==> config.mk <==
export PLATFORM = sky130hd
export DESIGN_NAME = dmem_access_unit
export DESIGN_NICKNAME = d
export VERILOG_FILES = /design/src/rtl/dmem_access_unit.sv
export SDC_FILE = /design/constraint.sdc
export NUM_CORES = 1
export LEC_CHECK = 0
export CAP_MARGIN = 30
export CORE_AREA = 2 2 137 99
export CTS_CLUSTER_DIAMETER = 30
export CTS_CLUSTER_SIZE = 40
export DETAILED_ROUTE_END_ITERATION = 6
export DIE_AREA = 0 0 139 101
export PLACE_DENSITY = 0.8
export SLEW_MARGIN = 10
export SYNTH_ARGS = -nofsm -noshare
export SYNTH_HDL_FRONTEND = slang
export SYNTH_SLANG_ARGS = --single-unit
==> constraint.sdc <==
create_clock -name clk -period 5.2 [get_ports clk]
set_input_delay 1.56 -clock clk [delete_from_list [all_inputs] [get_ports clk]]
set_output_delay 1.56 -clock clk [all_outputs]
set_load 0.02 [all_outputs]
==> src/rtl/dmem_access_unit.sv <==
// Data-memory access stage: turns byte/half/word CPU accesses into word-aligned bus cycles
// with byte enables and extends load data. Optional bus timeout is built with DMEM_TIMEOUT_EN.
module dmem_access_unit #(
    parameter int ADDR_W         = 32,
    parameter int TIMEOUT_CYCLES = 16
) (
    input  logic              clk,
    input  logic              rst,
    input  logic [ADDR_W-1:0] cpu_addr,
    input  logic [31:0]       cpu_wdata,
    input  logic              cpu_we,
    input  logic              cpu_re,
    input  logic [2:0]        cpu_dmtype,
    output logic [31:0]       cpu_rdata,
    output logic              cpu_stall,
    output logic              misalign_err,
    output logic              bus_err,
    output logic              mem_req,
    output logic              mem_we,
    output logic [ADDR_W-1:0] mem_addr,
    output logic [31:0]       mem_wdata,
    output logic [3:0]        mem_be,
    input  logic [31:0]       mem_rdata,
    input  logic              mem_ready,
    output logic [1:0]        dbg_state
);

    typedef enum logic [1:0] {
        S_IDLE = 2'd0,
        S_REQ  = 2'd1,
        S_DONE = 2'd2
    } state_t;

    localparam logic [2:0] DM_WORD = 3'b000;
    localparam logic [2:0] DM_HALF = 3'b001;
    localparam logic [2:0] DM_HALFU = 3'b010;
    localparam logic [2:0] DM_BYTE = 3'b011;
    localparam logic [2:0] DM_BYTEU = 3'b100;

    state_t            state_q, state_d;
    logic              mem_req_q, mem_req_d;
    logic              mem_we_q, mem_we_d;
    logic [ADDR_W-1:0] mem_addr_q, mem_addr_d;
    logic [31:0]       mem_wdata_q, mem_wdata_d;
    logic [3:0]        mem_be_q, mem_be_d;
    logic [31:0]       cpu_rdata_q, cpu_rdata_d;
    logic [1:0]        off_q, off_d;
    logic [2:0]        dmtype_q, dmtype_d;

    logic              access;
    logic              is_half;
    logic              is_byte;
    logic              misaligned;
    logic [1:0]        off;
    logic [3:0]        be_new;
    logic [31:0]       wdata_new;
    logic [31:0]       rdata_ext;

    // Handshake: mem_req rises with the registered address/data and stays high with all bus
    // outputs frozen until the cycle mem_ready is seen high; mem_ready outside REQ is ignored.

    // Extends the selected lane(s) of a bus word according to the latched access type.
    function automatic logic [31:0] extend_load(input logic [31:0] d, input logic [1:0] a,
                                                input logic [2:0] t);
        logic [31:0] sh;
        logic [7:0]  b;
        logic [15:0] h;
        sh = d >> {a, 3'b000};
        b  = sh[7:0];
        h  = a[1] ? d[31:16] : d[15:0];
        case (t)
            DM_HALF:  extend_load = {{16{h[15]}}, h};
            DM_HALFU: extend_load = {16'h0000, h};
            DM_BYTE:  extend_load = {{24{b[7]}}, b};
            DM_BYTEU: extend_load = {24'h000000, b};
            default:  extend_load = d;
        endcase
    endfunction

    assign access = cpu_re | cpu_we;
    assign off    = cpu_addr[1:0];

    // Unknown dmtype codes behave as word accesses.
    always_comb begin
        is_half    = (cpu_dmtype == DM_HALF) || (cpu_dmtype == DM_HALFU);
        is_byte    = (cpu_dmtype == DM_BYTE) || (cpu_dmtype == DM_BYTEU);
        misaligned = 1'b0;
        be_new     = 4'b1111;
        wdata_new  = cpu_wdata;
        if (is_byte) begin
            be_new    = 4'b0001 << off;
            wdata_new = {24'h000000, cpu_wdata[7:0]} << {off, 3'b000};
        end else if (is_half) begin
            misaligned = off[0];
            be_new     = 4'b0011 << off;
            wdata_new  = {16'h0000, cpu_wdata[15:0]} << {off, 3'b000};
        end else begin
            misaligned = (off != 2'b00);
        end
    end

    assign rdata_ext = extend_load(mem_rdata, off_q, dmtype_q);

`ifdef DMEM_TIMEOUT_EN
    localparam int TMO_W = (TIMEOUT_CYCLES > 1) ? $clog2(TIMEOUT_CYCLES) : 1;
    logic [TMO_W-1:0] tmo_cnt_q, tmo_cnt_d;
    logic             bus_err_q, bus_err_d;
`endif

    always_comb begin
        state_d     = state_q;
        mem_req_d   = mem_req_q;
        mem_we_d    = mem_we_q;
        mem_addr_d  = mem_addr_q;
        mem_wdata_d = mem_wdata_q;
        mem_be_d    = mem_be_q;
        cpu_rdata_d = cpu_rdata_q;
        off_d       = off_q;
        dmtype_d    = dmtype_q;
`ifdef DMEM_TIMEOUT_EN
        tmo_cnt_d   = tmo_cnt_q;
        bus_err_d   = 1'b0;
`endif
        case (state_q)
            S_IDLE: begin
                if (access && !misaligned) begin
                    mem_req_d   = 1'b1;
                    mem_we_d    = cpu_we;
                    mem_addr_d  = {cpu_addr[ADDR_W-1:2], 2'b00};
                    mem_wdata_d = wdata_new;
                    mem_be_d    = be_new;
                    off_d       = off;
                    dmtype_d    = cpu_dmtype;
                    state_d     = S_REQ;
`ifdef DMEM_TIMEOUT_EN
                    tmo_cnt_d   = '0;
`endif
                end
            end
            S_REQ: begin
                if (mem_ready) begin
                    if (!mem_we_q) begin
                        cpu_rdata_d = rdata_ext;
                    end
                    mem_req_d = 1'b0;
                    state_d   = S_DONE;
`ifdef DMEM_TIMEOUT_EN
                end else if (tmo_cnt_q == TMO_W'(TIMEOUT_CYCLES - 1)) begin
                    if (!mem_we_q) begin
                        cpu_rdata_d = 32'h0000_0000;
                    end
                    mem_req_d = 1'b0;
                    bus_err_d = 1'b1;
                    state_d   = S_DONE;
                end else begin
                    tmo_cnt_d = tmo_cnt_q + 1'b1;
`endif
                end
            end
            S_DONE: begin
                state_d = S_IDLE;
            end
            default: begin
                state_d   = S_IDLE;
                mem_req_d = 1'b0;
            end
        endcase
    end

    always_ff @(posedge clk or posedge rst) begin
        if (rst) begin
            state_q     <= S_IDLE;
            mem_req_q   <= 1'b0;
            mem_we_q    <= 1'b0;
            mem_addr_q  <= '0;
            mem_wdata_q <= 32'h0000_0000;
            mem_be_q    <= 4'b0000;
            cpu_rdata_q <= 32'h0000_0000;
            off_q       <= 2'b00;
            dmtype_q    <= 3'b000;
        end else begin
            state_q     <= state_d;
            mem_req_q   <= mem_req_d;
            mem_we_q    <= mem_we_d;
            mem_addr_q  <= mem_addr_d;
            mem_wdata_q <= mem_wdata_d;
            mem_be_q    <= mem_be_d;
            cpu_rdata_q <= cpu_rdata_d;
            off_q       <= off_d;
            dmtype_q    <= dmtype_d;
        end
    end

`ifdef DMEM_TIMEOUT_EN
    always_ff @(posedge clk or posedge rst) begin
        if (rst) begin
            tmo_cnt_q <= '0;
            bus_err_q <= 1'b0;
        end else begin
            tmo_cnt_q <= tmo_cnt_d;
            bus_err_q <= bus_err_d;
        end
    end

    assign bus_err = bus_err_q;
`else
    assign bus_err = 1'b0;
`endif

    // The pipeline is released in DONE so it advances on the edge that leaves DONE.
    assign cpu_stall    = ((state_q == S_IDLE) && access && !misaligned) || (state_q == S_REQ);
    assign misalign_err = (state_q == S_IDLE) && access && misaligned;

    assign cpu_rdata = cpu_rdata_q;
    assign mem_req   = mem_req_q;
    assign mem_we    = mem_we_q;
    assign mem_addr  = mem_addr_q;
    assign mem_wdata = mem_wdata_q;
    assign mem_be    = mem_be_q;
    assign dbg_state = state_q;

endmodule

---- Yosys cells after proc, flatten, opt, wreduce, memory -nomap -nowiden ----
Index checks and enable logic that the tools add are counted.
storage, ports and cells
  register bits after elaboration ......... 107
  logic and storage cells ................. 57
  input port bits ......................... 104
operators by class
  bitwise operators ....................... 3
  shifts and indexed selects .............. 5
  eq/ne operators ......................... 12
  reductions and logical operators ........ 14
  mux-type cells .......................... 14
operators with widths
  kind                                                               number
  32-bit one-hot mux with 4 select lines                             1
  32-bit 2-to-1 mux                                                  2
  16-bit by 5-bit left shift with 32-bit output                      1
  8-bit by 5-bit left shift with 32-bit output                       1
  32-bit by 5-bit >> shifter with 8-bit output                       1
  16-bit 2-to-1 mux                                                  1
  3-bit by 2-bit == test with 1-bit output, second input constant    4
  4-bit 2-to-1 mux                                                   2
  3-bit by 1-bit == test with 1-bit output, second input constant    2
  3-bit == test, second input constant                               2
  3-bit AND reduction                                                2
  1-bit logical AND                                                  4
  1-bit 2-to-1 mux                                                   4
  2-bit 2-to-1 mux                                                   2
  2-bit != test, second input constant                               2
  2-bit one-hot mux with 2 select lines                              1
  2-bit AND reduction                                                2
  1-bit by 2-bit left shift with 4-bit output, first input constant  1
  2-bit by 2-bit left shift with 4-bit output, first input constant  1
  1-bit logical OR                                                   3
  1-bit one-hot mux with 3 select lines                              1
  2-bit by 1-bit == test with 1-bit output, second input constant    1
  2-bit == test, second input constant                               1
  2-bit zero test                                                    1
  other kinds (4)                                                    5

---- Logic depth before layout (Yosys ltp) ----
Gate-level depths: netlist of the first run.
  depth after elaboration ................. 8
  mapped depth ............................ 9
  mapped depth without buffers ............ 7

---- Worst setup path before layout of the first run ----
Ideal clock, no wire load.
  path kind ............................... input -> output
  start ................................... input port cpu_addr[0]
  end ..................................... output port cpu_stall
  cell stages on the path ................. 8
  required time ........................... 3.640 ns
  path buffers ............................ 2
  path slack .............................. 0.669 ns
  arrival ................................. 2.971 ns
  cells stage by stage .................... inv_2 -> ha_1 -> and2b_1 -> a2111oi_4 -> a211o_1 -> buf_4 -> buf_2 -> nand2_1
between the ends
  cells in the longest elaborated chain, start to end .. 6
ends and longest elaborated chain
  element              line  text
  start: declaration   9     input logic [ADDR_W-1:0] cpu_addr,
  2-bit nonzero test   98    misaligned = (off != 2'b00);
  1-bit 2-to-1 mux *   93    end else if (is_half) begin
  1-bit 2-to-1 mux *   90    if (is_byte) begin
  1-bit zero test *    211   assign cpu_stall = ((state_q == S_IDLE) && access && !misaligned) || (state_q == S_REQ);
  1-bit logical AND *  211
  1-bit logical OR *   211
  end: declaration     15    output logic cpu_stall,
Mark *: on every way between the ends. The rest lies on a longest branch, timed or not.

---- Worst setup path after layout of the first run ----
  start ................................... input port cpu_addr[0]
  end ..................................... output port misalign_err
between the ends
  cells in the longest elaborated chain, start to end .. 4
ends and longest elaborated chain
  element              line  text
  2-bit nonzero test   98
  1-bit 2-to-1 mux *   93
  1-bit 2-to-1 mux *   90
  1-bit logical AND *  212   assign misalign_err = (state_q == S_IDLE) && access && misaligned;
  end: declaration     16    output logic misalign_err,
Marks and branches as above.

==> flow_summary.yaml, run 1 <==
global_routing:
  grt_max_degree: 70
  antenna_found_initial: 2
  track_usage_pct: 25.3
  grt_pass1_vias: 5348
  grt_overflow: 0
  grt_pass1_wl_um: 28200
synthesis:
  synthTopCellsByCount: "161 x nand2_1, 107 x dfrtp_1, 89 x nor2_1"
  async_flop_share_pct: 100
  synth.distinct_cells: 53
  synthTopCellsByArea: "dfrtp_1 47%, nand2_1 11%, nor2_1 5.9%"
  post-synth-top-count-cell: "nand2_1"
  avgSynthCellArea_um2: 8.47
  synth_seq_cells: 107
  synth_cells: 666
  synth_edf_count: 0
  ys_warn_count: 0
  synthFlopType: "dfrtp_1"
  synth_top_cell_by_area: "dfrtp_1"
  syn_area_um2: 5640
  netlist.area_leader.share_pct: 47.5
  ys_seq_area_share_pct: 47.5
worst_setup_path:
  crit_type: "in2out"
  worstSetupEndpointType: "primary output"
  cp-start-kind: "primary input"
  required_ns: 3.64
  path_buf_inv: 3
  path_delay_family: "buffers and inverters"
  critPathMaxStageDelay_ns: 0.51
  crit_chain: "clkdlybuf4s50_1 > inv_2 > ha_1 > and2b_1 > a2111oi_4 > a21oi_1 > nor2_1 > dlygate4sd2_1"
  arrival_ns: 3.39
  path_max_fanout: 3
  cp_slowest_cell: "clkdlybuf4s50_1"
layout:
  syn_to_final_growth_pct: 44.3
  final_nets: 969
  drive_gt1_share_pct: 6.47
  stdcell_count: 1032
floorplan:
  die_width_um: 139
  fp-row-count: 35
  fp.dieH_um: 101
  top_level_ports: 211
  dieArea_um2: 14000
  core-area_um2: 12800
  start_util_pct: 44.1
outcome:
  run_status: "complete, no violations"
pwr:
  totalPowerFinal_w: 0.00489
  max-vdd-ir-drop_mv: 0.352
  p_per_area_nw_per_um2: 601
  leakagePower_nw: 3.55
timing:
  hold_viol_final: 0
  fin_crit_ns: 4.95
  period_share_pct: 95.3
  final.setup.tns_ns: 0
  layout_setup_ws_ns: 0.246
  report.final.slew_viol_count: 0
  worst_slew_pin_slew_ns: 0.884
  grt_setup_unrepaired: "false"
  setup_violations: 0
  fmax_mhz: 202
  fin_skew_ns: 0.00614
  relSlewSlack_pct: 40.6
  whs_ns: 0.474
drt:
  vias: 5472
  drc: 0
  drt_iter0_drc: 327
  vias_per_cell: 5.30
  drtPass1Iterations: 5
  wl_um: 17600
  ant_nets: 0
  wl_per_cell_um: 17.1
clocking:
  clk_pin_slew_worst_paths_ns: 0.08
  cts_tree: "yes"
  clockBufferDepth: 2
  cts_sinks: 107
  cts_made_buffers: 9
  worstSkewPairLatency_ns: 0.34
  ctsRootBufferMaster: "clkbuf_16"
  htree_levels: 3
placement:
  port_buffers: 207
  gp_congestion: 0.879
  place_inst: 1015
  pre_cts_ws_ns: -0.0298
  hpwl_um: 12900
worst_hold_path:
  holdCritPathClass: "reg2reg"
run:
  maxCapViolCount: 0
==> power breakdown <==
part	total, W	switching (W)	internal, W
registers	0.00158	0.000333	0.00124
clock network	0.000653	0.000323	0.000330
logic	0.00267	0.00146	0.00121
total	0.00489	0.00212	0.00278
==> stage by stage <==
stage / util (%) / cell area (um2)
global route: 63.6 / 8140
floorplan: - / 5650
global placement: 61.2 / 7830
detailed placement: 61.2 / 7830
finish: 63.6 / 8140
CTS: 63.4 / 8110
==> worst reg2reg max path: stages (launching register included) <==
cell,delay [ns]
dfrtp_1,0.90
inv_1,0.30
nor3_1,0.75
o21ai_0,0.21
a21oi_1,0.25
o21ai_0,0.12
==> path summary, 6_finish.rpt <==
| check | from | endpoint | slack [ns] | cells past startpoint |
|---|---|---|---|---|
| setup / recovery | cpu_addr[0] | misalign_err | 0.25 | 8 |
| hold / removal | mem_wdata[5]$_DFFE_PP0P_ | mem_wdata[5]$_DFFE_PP0P_ | 0.47 | 2 |
| setup reg to reg | dmtype_q[2]$_DFFE_PP0P_ | cpu_rdata[0]$_DFFE_PP0P_ | 2.56 | 5 |
| hold reg to reg | mem_wdata[5]$_DFFE_PP0P_ | mem_wdata[5]$_DFFE_PP0P_ | 0.47 | 2 |
| max in group asynchronous | rst | mem_wdata[24]$_DFFE_PP0P_ | 2.67 | 3 |
| min in group asynchronous | rst | mem_addr[25]$_DFFE_PP0P_ | 1.67 | 2 |
==> placed cells by master, fill, tap and decap left out, drive strengths merged, types with 3 or more instances in the layout <==
cell type | Yosys | layout
a21oi | 59 | 59
a31oi | 3 | 3
a31o | 3 | 3
dfrtp | 107 | 107
conb | 1 | 3
nand2b | 4 | 4
nand3 | 11 | 11
o41ai | 3 | 3
a21o | 8 | 8
o21a | 3 | 3
and2 | 5 | 5
buf | 33 | 22
nor3 | 4 | 4
clkbuf | 14 | 9
o22ai | 4 | 4
a221oi | 18 | 18
nor2 | 90 | 90
inv | 15 | 18
ha | 4 | 4
mux2i | 16 | 16
o221ai | 8 | 8
o21ai | 55 | 55
nand2 | 161 | 161
xnor2 | 4 | 4
clkdlybuf4s50 | 0 | 205
nor2b | 9 | 9
==> metal layers <==
| layer | GRT usage, % | part of all wire, % | vias to the layer above |
|---|---|---|---|
| met5 | 0 | 0.057 | - |
| li1 | - | - | 2647 |
| met4 | 6.92 | 1.7 | 2 |
| met1 | 34.9 | 45 | 2568 |
| met2 | 37.2 | 43 | 227 |
| met3 | 9.88 | 10 | 28 |
==> area by class of cell <==
class,instances,area [um2]
fillers,1077,4650
flip-flops and latches,107,2680
multi-input cells,499,2660
repair buffers,229,2260
clock buffers,9,225
well taps,166,208
inverters,15,58.8
clock inverters,6,50.0
diodes,1,2.50
==> registers in the layout, summed over array words and instances (netlist names), 2 cells and up <==
name and count:
mem_wdata 32, dmtype_q 3, cpu_rdata 32, dbg_state 2, mem_be 4, off_q 2
mem_addr 30
==> cell families after synthesis <==
kind of cell,Yosys count,synth area share [%]
DFF,107,47.5
and+or+nand+nor,294,21.7
other,1,0.0665
xor gates and xnor gates,4,0.621
buffers and inverters,62,5.66
muxes,18,3.24
AOI/OAI and AO/OA,174,20.1
adders and majority gates,6,1.24
==> repair_timing <==
item	4_1_cts	5_1_grt
setup endpoints to repair	1	1
buffers inserted	0	0
endpoints found under the hold margin	0	0
hold buffers	0	0
gates resized for setup	1	1
No activity file was read; power rests on OpenSTA's default activity.
==> run 2: changes to the inputs <==
--- a/config.mk
+++ b/config.mk
@@ -6,11 +6,11 @@
 export NUM_CORES = 1
 export LEC_CHECK = 0
 export CAP_MARGIN = 30
-export CORE_AREA = 2 2 137 99
+export CORE_AREA = 2 2 133 102
 export CTS_CLUSTER_DIAMETER = 30
 export CTS_CLUSTER_SIZE = 40
 export DETAILED_ROUTE_END_ITERATION = 6
-export DIE_AREA = 0 0 139 101
+export DIE_AREA = 0 0 135 104
 export PLACE_DENSITY = 0.8
 export SLEW_MARGIN = 10
 export SYNTH_ARGS = -nofsm -noshare
==> run 2 against run 1 <==
Against the previous run:
- flip-flop and latch count stayed put
- highest routed layer is now met4
- combinational power hardly changed
- critical path depth did not move
==> flow_summary.yaml, run 2 (same netlist as run 1, synthesis figures left out) <==
global_routing:
  antenna_found_initial: 0
  grt_pass1_vias: 5183
  grt_pass1_wl_um: 28000
  grt_max_degree: 70
  track_usage_pct: 25.0
  grt_overflow: 0
pwr:
  pwr-share-clk_pct: 14.7
  combPwrFrac_pct: 53.6
  seqPwrFrac_pct: 31.7
  leakagePower_nw: 3.58
  p_per_area_nw_per_um2: 609
  p_int_w: 0.00284
  max-vdd-ir-drop_mv: 0.328
  switchingPower_w: 0.00214
  switching_share_pct: 43.0
  totalPowerFinal_w: 0.00498
drt:
  wl_per_cell_um: 17.0
  drc: 0
  vias: 5554
  wl_um: 17600
  drt_iter0_drc: 547
  drtPass1Iterations: 5
  vias_per_cell: 5.36
  ant_nets: 0
clocking:
  clk_pin_slew_worst_paths_ns: 0.08
  cts_tree: "yes"
  worstSkewPairLatency_ns: 0.35
  htree_levels: 3
  clockBufferDepth: 2
  cts_sinks: 107
  ctsRootBufferMaster: "clkbuf_16"
  cts_made_buffers: 9
timing:
  period_share_pct: 93.0
  relSlewSlack_pct: 34.5
  worst_slew_pin_slew_ns: 0.975
  hold_viol_final: 0
  fin_crit_ns: 4.83
  setup_violations: 0
  grt_setup_unrepaired: "false"
  fmax_mhz: 207
  report.final.slew_viol_count: 0
  fin_skew_ns: 0.00826
worst_setup_path:
  required_ns: 3.64
  crit_chain: "clkdlybuf4s50_1 > inv_2 > ha_1 > and2b_1 > a2111oi_4 > a211o_2 > nand2_1 > dlymetal6s2s_1"
  path_delay_family: "buffers and inverters"
  cp-start-kind: "primary input"
  crit_type: "in2out"
  arrival_ns: 3.27
  critPathMaxStageDelay_ns: 0.49
  path_buf_inv: 3
  cp_slowest_cell: "clkdlybuf4s50_1"
  worstSetupEndpointType: "primary output"
  path_max_fanout: 3
layout:
  drive_gt1_share_pct: 6.47
  seq_area_um2: 2680
  final.fill_count: 1120
  final_cell_mix: "205 x clkdlybuf4s50_1, 161 x nand2_1, 107 x dfrtp_1, 89 x nor2_1, 59 x a21oi_1"
  final_nets: 968
  multiInputGateArea_um2: 2660
  mostFrequentLayoutCell: "clkdlybuf4s50_1"
  fin_util_pct: 63.9
  syn_to_final_growth_pct: 45.0
  antenna_cells: 0
floorplan:
  fp.dieH_um: 104
  dieArea_um2: 14000
  top_level_ports: 211
  die_width_um: 135
  core-area_um2: 12800
  fp-row-count: 36
  start_util_pct: 44.1
outcome:
  run_status: "complete, no violations"
worst_hold_path:
  holdCritPathClass: "reg2reg"
run:
  maxCapViolCount: 0
placement:
  gp_congestion: 0.879
  port_buffers: 207
  hpwl_um: 12800
==> run 2: worst paths after layout <==
path	from	end	slack (ns)	cells past startpoint
max	cpu_addr[0]	cpu_stall	0.37	8
min	mem_addr[9]$_DFFE_PP0P_	mem_addr[9]$_DFFE_PP0P_	0.47	2
max reg2reg	dmtype_q[2]$_DFFE_PP0P_	cpu_rdata[1]$_DFFE_PP0P_	2.55	5
min reg2reg	mem_addr[9]$_DFFE_PP0P_	mem_addr[9]$_DFFE_PP0P_	0.47	2
max in group asynchronous	rst	cpu_rdata[23]$_DFFE_PP0P_	2.65	3
min in group asynchronous	rst	mem_addr[10]$_DFFE_PP0P_	1.71	2
==> run 2: power groups by stage <==
stage	logic [W]	registers, W	clock network (W)
3_5_place_dp	0.00262	0.00161	0
3_3_place_gp	0.00259	0.00160	0
5_1_grt	0.00288	0.00163	0.000786
2_1_floorplan	0.00108	0.00196	0
4_1_cts	0.00263	0.00160	0.000749
6_report	0.00267	0.00158	0.000732
==> run 2: what timing repair did <==
item | CTS | global route
endpoints found under the setup margin | 2 | 2
pin swaps | 1 | 0
gates resized for setup | 0 | 2
setup buffers | 0 | 0
hold buffers | 0 | 0
==> run 2: per-stage QoR <==
stage | instance area, um2 | worst slack, ns | setup TNS, ns | cells | hold WS [ns]
final | 8180 | 0.366 | 0 | 1036 | 0.473
after floorplan | 5650 | 0.669 | 0 | 668 | 0.574
after global routing | 8180 | 0.278 | 0 | 1036 | 0.494
after global placement | 7830 | -0.0144 | -0.0161 | 1019 | 0.449
after CTS | 8150 | 0.0208 | 0 | 1035 | 0.479
after detailed placement | 7830 | -0.0530 | -0.0965 | 1019 | 0.458
==> run 2: layout make-up <==
| class | instances | share of cell area (%) |
|---|---|---|
| Inverter | 15 | 0.719 |
| Clock inverter | 7 | 1.13 |
| Clock buffer | 9 | 2.75 |
| Timing Repair Buffer | 228 | 27.6 |
| Tap cell | 171 | 2.62 |
| Multi-Input combinational cell | 499 | 32.5 |
| Sequential cell | 107 | 32.7 |
==> run 2: worst reg2reg max path, stage by stage (launching register included) <==
cell and delay [ns]:
dfrtp_1 0.93, inv_1 0.33, nor3_1 0.74, o21ai_0 0.20
a21oi_1 0.21, o21ai_0 0.12
==> run 2: layer usage <==
layer / up-vias / track usage [%] / wire [um]
li1: 2655 / - / -
met3: 22 / 7.26 / 1550
met1: 2628 / 37.1 / 8010
met5: - / 0 / 0
met4: 0 / 5.80 / 291
met2: 249 / 35.9 / 7720
==> run 3: changes to the inputs <==
--- a/config.mk
+++ b/config.mk
@@ -6,12 +6,12 @@
 export NUM_CORES = 1
 export LEC_CHECK = 0
 export CAP_MARGIN = 30
-export CORE_AREA = 2 2 133 102
+export CORE_AREA = 2 2 115 117
 export CTS_CLUSTER_DIAMETER = 30
 export CTS_CLUSTER_SIZE = 40
 export DETAILED_ROUTE_END_ITERATION = 6
-export DIE_AREA = 0 0 135 104
-export PLACE_DENSITY = 0.8
+export DIE_AREA = 0 0 117 119
+export PLACE_DENSITY = 0.81
 export SLEW_MARGIN = 10
 export SYNTH_ARGS = -nofsm -noshare
 export SYNTH_HDL_FRONTEND = slang
==> run 3 against run 2 <==
Against the previous run:
- worst setup slack got worse by 0.17 ns
- register-to-register slack improved by 0.18 ns
- total power decreased by 2.7%
- worst hold slack got worse by 0.0052 ns
- count of clock-buffer cells in the layout increased by 2
- sequential share of layout area increased by 0.31 points
- clock skew increased by 0.0028 ns
- critical path depth unchanged
- combinational power about the same
- via count decreased by 1.9%
- largest power group unchanged
- highest routed layer unchanged
==> flow_summary.yaml, run 3 (same netlist as run 1, synthesis figures left out) <==
worst_setup_path:
  cp-start-kind: "primary input"
  crit_type: "in2out"
  cp_slowest_cell: "clkdlybuf4s50_1"
  path_buf_inv: 3
  r2r_start: "dmtype_q[2]$_DFFE_PP0P_"
  arrival_ns: 3.44
  worstSetupEndpointType: "primary output"
  crit_chain: "clkdlybuf4s50_1 > inv_1 > ha_1 > and2b_1 > a2111oi_4 > a211o_2 > nand2_1 > dlygate4sd2_1"
  path_max_fanout: 3
  reg2reg_slack_ns: 2.73
  required_ns: 3.64
  rr_endpoint: "cpu_rdata[6]$_DFFE_PP0P_"
  critPathMaxStageDelay_ns: 0.52
  r2r_cells: 5
  path_delay_family: "buffers and inverters"
clocking:
  htree_levels: 3
  ctsResizeCount: 2
  clockBufferDepth: 2
  cts_sinks: 107
  cts_made_buffers: 9
  cts_hold_buf: 0
  clk_pin_slew_worst_paths_ns: 0.07
  cts_tree: "yes"
  ctsRootBufferMaster: "clkbuf_16"
  worstSkewPairLatency_ns: 0.35
  post_cts_buffers: 0
worst_hold_path:
  min_path_cells: 2
  worstHoldEndpoint: "mem_wdata[3]$_DFFE_PP0P_"
  min_from: "mem_wdata[3]$_DFFE_PP0P_"
  holdCritPathClass: "reg2reg"
placement:
  pre_cts_ws_ns: 0.00418
  port_buffers: 207
  gp_congestion: 0.879
  hpwl_um: 11900
  dpl_cell_area_um2: 7840
floorplan:
  fp-row-count: 42
  start_util_pct: 43.8
  dieArea_um2: 13900
  top_level_ports: 211
  core-area_um2: 12900
  fp.dieH_um: 119
  die_width_um: 117
global_routing:
  grt_max_degree: 70
  grt_pass1_vias: 5271
  grt_pass1_wl_um: 27000
  antenna_found_initial: 0
  grt_overflow: 0
  track_usage_pct: 24.6
pwr:
  p_per_area_nw_per_um2: 598
  totalPowerFinal_w: 0.00484
  leakagePower_nw: 3.52
  max-vdd-ir-drop_mv: 0.318
drt:
  drt_iter0_drc: 399
  drtPass1Iterations: 5
  vias: 5447
  drc: 0
  wl_per_cell_um: 16.1
  wl_um: 16700
  ant_nets: 0
  vias_per_cell: 5.24
timing:
  hold_viol_final: 0
  fin_crit_ns: 5.00
  period_share_pct: 96.2
  worst_slew_pin_slew_ns: 0.922
  report.final.slew_viol_count: 0
  setup_violations: 0
  relSlewSlack_pct: 38.0
  fmax_mhz: 200
  layout_setup_ws_ns: 0.196
  fin_skew_ns: 0.0111
  final.setup.tns_ns: 0
  grt_setup_unrepaired: "false"
outcome:
  run_status: "complete, no violations"
run:
  maxCapViolCount: 0
layout:
  mostFrequentLayoutCell: "clkdlybuf4s50_1"
  final_area_um2: 8100
  drive_gt1_share_pct: 6.14
  antenna_cells: 0
  final_nets: 967
  final.fill_count: 1085
  syn_to_final_growth_pct: 43.7
  final_cell_mix: "205 x clkdlybuf4s50_1, 161 x nand2_1, 107 x dfrtp_1, 89 x nor2_1, 59 x a21oi_1"
[run 3: where the power goes]
group,internal (W),switching [W]
sequential,0.00124,0.000314
clock,0.000336,0.000307
combinational,0.00119,0.00146
total,0.00276,0.00208
[run 3: per-layer routing]
metal	GRT usage, %	vias to the layer above	part of all wire [%]
met3	5.39	34	7.1
met4	9.71	0	2.8
li1	-	2640	-
met5	0	-	0
met1	33.3	2556	43
met2	38.3	217	47
[run 3: through the flow]
stage / hold WS, ns / cells / utilization [%]
floorplan: 0.574 / 668 / -
global placement: 0.452 / 1024 / 60.9
detailed placement: 0.457 / 1024 / 60.9
CTS: 0.471 / 1039 / 62.9
global route: 0.492 / 1039 / 62.9
finish: 0.467 / 1039 / 62.9
[run 3: cell type report]
| type | count | area (um2) | area share [%] |
|---|---|---|---|
| tap | 176 | 220 | 2.72 |
| inverter | 15 | 58.8 | 0.726 |
| timing repair buffer | 227 | 2220 | 27.4 |
| sequential | 107 | 2680 | 33.0 |
| clock buffer | 11 | 243 | 3.00 |
| clock inverter | 4 | 26.3 | 0.324 |
| multi-input combinational | 499 | 2660 | 32.8 |
[run 3: worst max path at each step]
stage / end / slack [ns] / cells past startpoint / startpoint
CTS: cpu_stall / 0.21 / 8 / cpu_addr[1]
global placement: misalign_err / -0.02 / 8 / cpu_addr[1]
finish: cpu_stall / 0.20 / 8 / cpu_addr[1]
global route: cpu_stall / 0.13 / 8 / cpu_addr[1]
floorplan: cpu_stall / 0.67 / 8 / cpu_addr[0]
detailed placement: misalign_err / 0.004 / 8 / cpu_addr[1]
[run 3: worst register-to-register path, delay by kind of cell, from the launching register on]
kind                   cells  cell delay, ns
buffers and inverters      1            0.32
AOI/OAI and AO/OA          3            0.51
DFF                        1            0.87
and+or+nand+nor            1            0.64
